File: src/rtl/hs_buffered_slave_if.sv
`default_nettype none
// ============================================================================
// Module      : hs_buffered_slave_if
// Description : Upstream/downstream valid-ready bundle plus occupancy status
//               for the buffered receive endpoint.
// Revision    : 1.0 - initial release
// ============================================================================
interface hs_buffered_slave_if #(
    parameter int WIDTH = 8,
    parameter int DEPTH = 4,
    parameter int CW    = $clog2(DEPTH + 1)
);
    logic             en;
    logic             s_valid;
    logic [WIDTH-1:0] s_data;
    logic             s_ready;
    logic             m_valid;
    logic [WIDTH-1:0] m_data;
    logic             m_ready;
    logic [CW-1:0]    count;
    logic             full;
    logic             empty;

    // Endpoint view: receives upstream words, presents buffered words downstream.
    modport slave (
        input  en, s_valid, s_data, m_ready,
        output s_ready, m_valid, m_data, count, full, empty
    );

    // Environment view: drives the upstream word and downstream acceptance.
    modport master (
        output en, s_valid, s_data, m_ready,
        input  s_ready, m_valid, m_data, count, full, empty
    );
endinterface
`default_nettype wire

File: src/rtl/hs_buffered_slave.sv
`default_nettype none
// ============================================================================
// Module      : hs_buffered_slave
// Description : Valid/ready receive endpoint with a DEPTH-entry first-word-
//               fall-through buffer, occupancy status and selectable idle
//               value on the downstream data bus.
// Revision    : 1.0 - initial release
// ============================================================================
module hs_buffered_slave #(
    parameter int WIDTH     = 8,
    parameter int DEPTH     = 4,
    parameter int IDLE_ONES = 1,
    parameter int CW        = $clog2(DEPTH + 1)
) (
    input  wire logic           clk,
    input  wire logic           rst,
    hs_buffered_slave_if.slave  bus
);
    localparam int c_AW = $clog2(DEPTH);

    logic             r_en;
    logic [c_AW-1:0]  r_wr_ptr;
    logic [c_AW-1:0]  r_rd_ptr;
    logic [CW-1:0]    r_count;
    logic [WIDTH-1:0] r_mem [DEPTH];

    logic             w_full;
    logic             w_empty;
    logic             w_push;
    logic             w_pop;
    logic [WIDTH-1:0] w_head;

    // Status comes only from the occupancy counter; pointers never compared.
    assign w_full  = (r_count == CW'(DEPTH));
    assign w_empty = (r_count == '0);
    assign w_head  = r_mem[r_rd_ptr];

    // s_ready depends on registers only, so no combinational path from s_valid or m_ready.
    assign bus.s_ready = r_en && !w_full;
    assign bus.m_valid = !w_empty;
    assign bus.count   = r_count;
    assign bus.full    = w_full;
    assign bus.empty   = w_empty;

    assign w_push = bus.s_valid && bus.s_ready;
    assign w_pop  = bus.m_valid && bus.m_ready;

    // Enable register, pointers and occupancy counter.
    always_ff @(posedge clk or posedge rst) begin
        if (rst) begin
            r_en     <= 1'b0;
            r_wr_ptr <= '0;
            r_rd_ptr <= '0;
            r_count  <= '0;
        end else begin
            r_en <= bus.en;
            if (w_push) r_wr_ptr <= r_wr_ptr + c_AW'(1);
            if (w_pop)  r_rd_ptr <= r_rd_ptr + c_AW'(1);
            case ({w_push, w_pop})
                2'b10:   r_count <= r_count + CW'(1);
                2'b01:   r_count <= r_count - CW'(1);
                default: r_count <= r_count;
            endcase
        end
    end

    // Buffer storage; contents are meaningless until written, so it has no reset.
    always_ff @(posedge clk) begin
        if (w_push) r_mem[r_wr_ptr] <= bus.s_data;
    end

    generate
        if (IDLE_ONES != 0) begin : g_idle_ones
            assign bus.m_data = bus.m_valid ? w_head : {WIDTH{1'b1}};
        end else begin : g_hold_last
            logic [WIDTH-1:0] r_last;

            // Remember the most recently popped word to show while idle.
            always_ff @(posedge clk or posedge rst) begin
                if (rst)        r_last <= '0;
                else if (w_pop) r_last <= w_head;
            end

            assign bus.m_data = bus.m_valid ? w_head : r_last;
        end
    endgenerate
endmodule
`default_nettype wire

File: src/flat_wrapper.sv
// flat-port wrapper written by rule: the top's interface ports become plain ports
module hs_buffered_slave_flat 
#(
    parameter int WIDTH     = 8,
    parameter int DEPTH     = 4,
    parameter int IDLE_ONES = 1,
    parameter int CW        = $clog2(DEPTH + 1)
)
  (clk, rst, bus_en, bus_s_valid, bus_s_data, bus_m_ready, bus_s_ready, bus_m_valid, bus_m_data, bus_count, bus_full, bus_empty);
  hs_buffered_slave_if #(.WIDTH(WIDTH), .DEPTH(DEPTH), .CW(CW)) bus_i ();
  input  wire logic clk;
  input  wire logic rst;
  input wire logic [$bits(bus_i.en)-1:0] bus_en;
  input wire logic [$bits(bus_i.s_valid)-1:0] bus_s_valid;
  input wire logic [$bits(bus_i.s_data)-1:0] bus_s_data;
  input wire logic [$bits(bus_i.m_ready)-1:0] bus_m_ready;
  output wire logic [$bits(bus_i.s_ready)-1:0] bus_s_ready;
  output wire logic [$bits(bus_i.m_valid)-1:0] bus_m_valid;
  output wire logic [$bits(bus_i.m_data)-1:0] bus_m_data;
  output wire logic [$bits(bus_i.count)-1:0] bus_count;
  output wire logic [$bits(bus_i.full)-1:0] bus_full;
  output wire logic [$bits(bus_i.empty)-1:0] bus_empty;
  assign bus_i.en = bus_en;
  assign bus_i.s_valid = bus_s_valid;
  assign bus_i.s_data = bus_s_data;
  assign bus_i.m_ready = bus_m_ready;
  assign bus_s_ready = bus_i.s_ready;
  assign bus_m_valid = bus_i.m_valid;
  assign bus_m_data = bus_i.m_data;
  assign bus_count = bus_i.count;
  assign bus_full = bus_i.full;
  assign bus_empty = bus_i.empty;
  hs_buffered_slave #(.WIDTH(WIDTH), .DEPTH(DEPTH), .IDLE_ONES(IDLE_ONES), .CW(CW)) u_core (.clk(clk), .rst(rst), .bus(bus_i));
endmodule
File: config.mk
export PLATFORM = sky130hd
export DESIGN_NAME = hs_buffered_slave_flat
export DESIGN_NICKNAME = d
export VERILOG_FILES = /design/src/rtl/hs_buffered_slave_if.sv /design/src/rtl/hs_buffered_slave.sv /design/src/flat_wrapper.sv
export SDC_FILE = /design/constraint.sdc
export NUM_CORES = 1
export LEC_CHECK = 0
export CORE_ASPECT_RATIO = 1.5
export CORE_MARGIN = 5
export CORE_UTILIZATION = 50
export DETAILED_ROUTE_END_ITERATION = 6
export GPL_ROUTABILITY_DRIVEN = 0
export PLACE_DENSITY = 0.86
export SYNTH_ARGS = -nofsm -noshare
export SYNTH_HDL_FRONTEND = slang
export SYNTH_SLANG_ARGS = --single-unit
File: constraint.sdc
create_clock -name clk -period 3.2 [get_ports clk]
set_input_delay 0.96 -clock clk [delete_from_list [all_inputs] [get_ports clk]]
set_output_delay 0.96 -clock clk [all_outputs]
set_load 0.01 [all_outputs]
==> results.py <==
metrics = {
    "floorplan": {
        "core_area_sq_um": 3191,
        "row_count": 25,
        "dieHeight_um": 80.79,
        "start_util_pct": 52.35,
        "io_pins": 28,
        "fp.dieW_um": 57.19,
        "die-area_sq_um": 4620,
    },
    "drt": {
        "drc_errors": 0,
        "drt-initial-drc-count": 10,
        "routed_via_density": 5.054,
        "wire_per_inst_um": 16.87,
        "dr.pass1.iters": 4,
        "postRouteWirelength_um": 2817,
        "vias": 844,
        "antenna_left": 0,
    },
    "synth": {
        "synth_edf_count": 32,
        "ys_top_cells_by_count": "edfxtp_1 (32), dfrtp_1 (8), inv_1 (8), mux4_2 (8), or2_1 (8)",
        "ys_seq_area_share_pct": 69.51,
        "synthCells": 92,
        "avgSynthCellArea_sq_um": 18.16,
        "yosysMostFrequentCell": "edfxtp_1",
        "synthFlopType": "edfxtp_1",
        "synth.cell_area_sq_um": 1670,
        "synth_seq_cells": 40,
        "syn_nets": 111,
        "synth.distinct_cells": 20,
        "synth_area_leaders": "edfxtp_1 (58%), dfrtp_1 (12%), mux4_2 (11%)",
        "synth_top_area_share_pct": 57.53,
        "async_reset_ff_share_pct": 20.00,
        "ys_warn_count": 0,
        "yosysTopAreaCell": "edfxtp_1",
    },
    "cells_and_area": {
        "fin_nets": 146,
        "fillers": 239,
        "instances_no_fill": 167,
        "seq_area_sq_um": 1161,
        "syn2layout_area_growth_pct": 24.27,
        "multi_input_area_sq_um": 464.2,
        "antenna_cells": 0,
        "post-route-util_pct": 65.06,
        "layout-drive-gt1-share_pct": 15.75,
        "final_cell_area_sq_um": 2076,
    },
    "setup_path": {
        "worstSetupPathType": "register to primary output",
        "cp_max_fo": 9,
        "cp-start-kind": "register",
        "critPathCaptureType": "primary output",
        "cp.arrival_ns": 2.06,
        "crit_required_ns": 2.24,
    },
    "global_routing": {
        "grt_max_degree": 12,
        "grt-ovfl-total": 0,
        "grt_antenna_before_repair": 0,
        "grt_pass1_vias": 960,
        "grt_usage_pct": 14.48,
        "grt_pass1_wl_um": 4609,
    },
    "clock_tree": {
        "clk_pin_slew_ns": 0.07,
        "cts_resized": 0,
        "cts-root-buf": "clkbuf_8",
        "clockBufferDepth": 2,
        "cts_buffers": 5,
        "cts_tree": "done",
        "cts_setup_buffers": 0,
        "h-tree-depth": 2,
        "ctsHoldBuffers": 0,
        "cts_sinks": 40,
        "clk_latency_ns": 0.28,
    },
    "timing": {
        "setup_tns_ns": 0,
        "slew_viol_final": 0,
        "finalCritPeriodShare_pct": 94.52,
        "hold_ws_ns": 0.5393,
        "clock_skew_ns": 0.004605,
        "tightestPinTransition_ns": 0.4190,
        "fmax_mhz": 330.6,
        "report.final.setup_viol": 0,
        "hold_viol": 0,
        "max-slew-margin-rel_pct": 72.06,
        "rsz0062_at_grt": "no",
        "finalCriticalPeriod_ns": 3.024,
    },
    "placement": {
        "port-buffer-count": 27,
        "dp_hpwl_um": 2145,
        "dpl-instance-area_sq_um": 1998,
        "dp_cells": 160,
    },
    "hold_path": {
        "hold_class": "register to register",
    },
    "pwr": {
        "p_per_area_nw_per_um2": 845.6,
        "ir_drop_v": 0.0005078,
        "p_leak_nw": 0.7677,
    },
    "status": {
        "run_status": "complete, no violations",
    },
    "flow_run": {
        "maxCapViolations": 0,
    },
}
area by class of cell:
cell class,instances,area share (%)
repair buffers,30,14.10
multi-input cells,42,22.36
clock inverters,1,0.2411
flip-flops and latches,40,55.94
inverters,8,1.447
clock buffers,6,3.496
well taps,40,2.411
worst max-delay path, cell delays in order (launching register included):
cell and delay, ns:
dfrtp_1 0.45, or3_4 0.43, inv_1 0.22, or2_1 0.16
clkdlybuf4s50_1 0.53
cells by family (layout without fill, tap and decap cells):
kind of cell / Yosys count / count (layout) / synth area share [%]
simple gates: 20 / 20 / 7.640
mux: 10 / 10 / 12.06
flops: 40 / 40 / 69.51
buf+inv: 10 / 45 / 2.696
fa+ha+maj: 6 / 6 / 4.944
xor+xnor: 6 / 6 / 3.147
registers in the layout (all words and copies together), names as in the netlist:
register          count
u_core.r_rd_ptr       2
u_core.r_en           1
u_core.r_mem         32
u_core.bus.count      3
u_core.r_wr_ptr       2
cells in the final DEF, fill, tap and decap left out, drive strengths merged:
cell and instances:
ha 5, mux4 8, and2 5, nand2 1, dfrtp 8, nor2b 1, nand3 1, xnor2 3
clkinv 1, or3 1, clkdlybuf4s50 27, clkbuf 6, inv 8, or2 8, fa 1, mux2 1
mux2i 1, nor3b 1, buf 3, nor2 2, edfxtp 32, xor2 3
power by group:
| group | switching [mW] | internal [mW] |
|---|---|---|
| clock network | 0.150 | 0.148 |
| logic | 0.295 | 0.427 |
| registers | 0.0775 | 0.659 |
| total | 0.522 | 1.23 |
per-layer routing:
metal	GRT usage [%]	vias to the layer above	routed length, um
li1	-	399	-
met1	13.98	417	986
met2	27.35	23	1613
met3	4.928	5	163
met4	6.265	0	53
met5	0	-	0
worst paths after layout:
path	from	to	slack [ns]	depth (start not counted)
max reg2reg	u_core.bus.count[0]	u_core.bus.count[2]	1.15	8
min reg2reg	u_core.bus.count[2]	u_core.bus.count[2]	0.54	1
min	u_core.bus.count[2]	u_core.bus.count[2]	0.54	1
max in group asynchronous	rst	u_core.r_en	2.04	2
min in group asynchronous	rst	u_core.bus.count[1]	0.92	2
max	u_core.bus.count[0]	bus_m_data[5]	0.18	4
through the flow:
stage	power (mW)	setup slack [ns]
after CTS	1.784	0.1392
after detailed placement	1.482	0.4213
after global routing	1.882	0.03526
after global placement	1.443	0.5004
final	1.755	0.1755
after floorplan	1.150	1.005
Note: power is estimated with default switching activity, not from simulation.
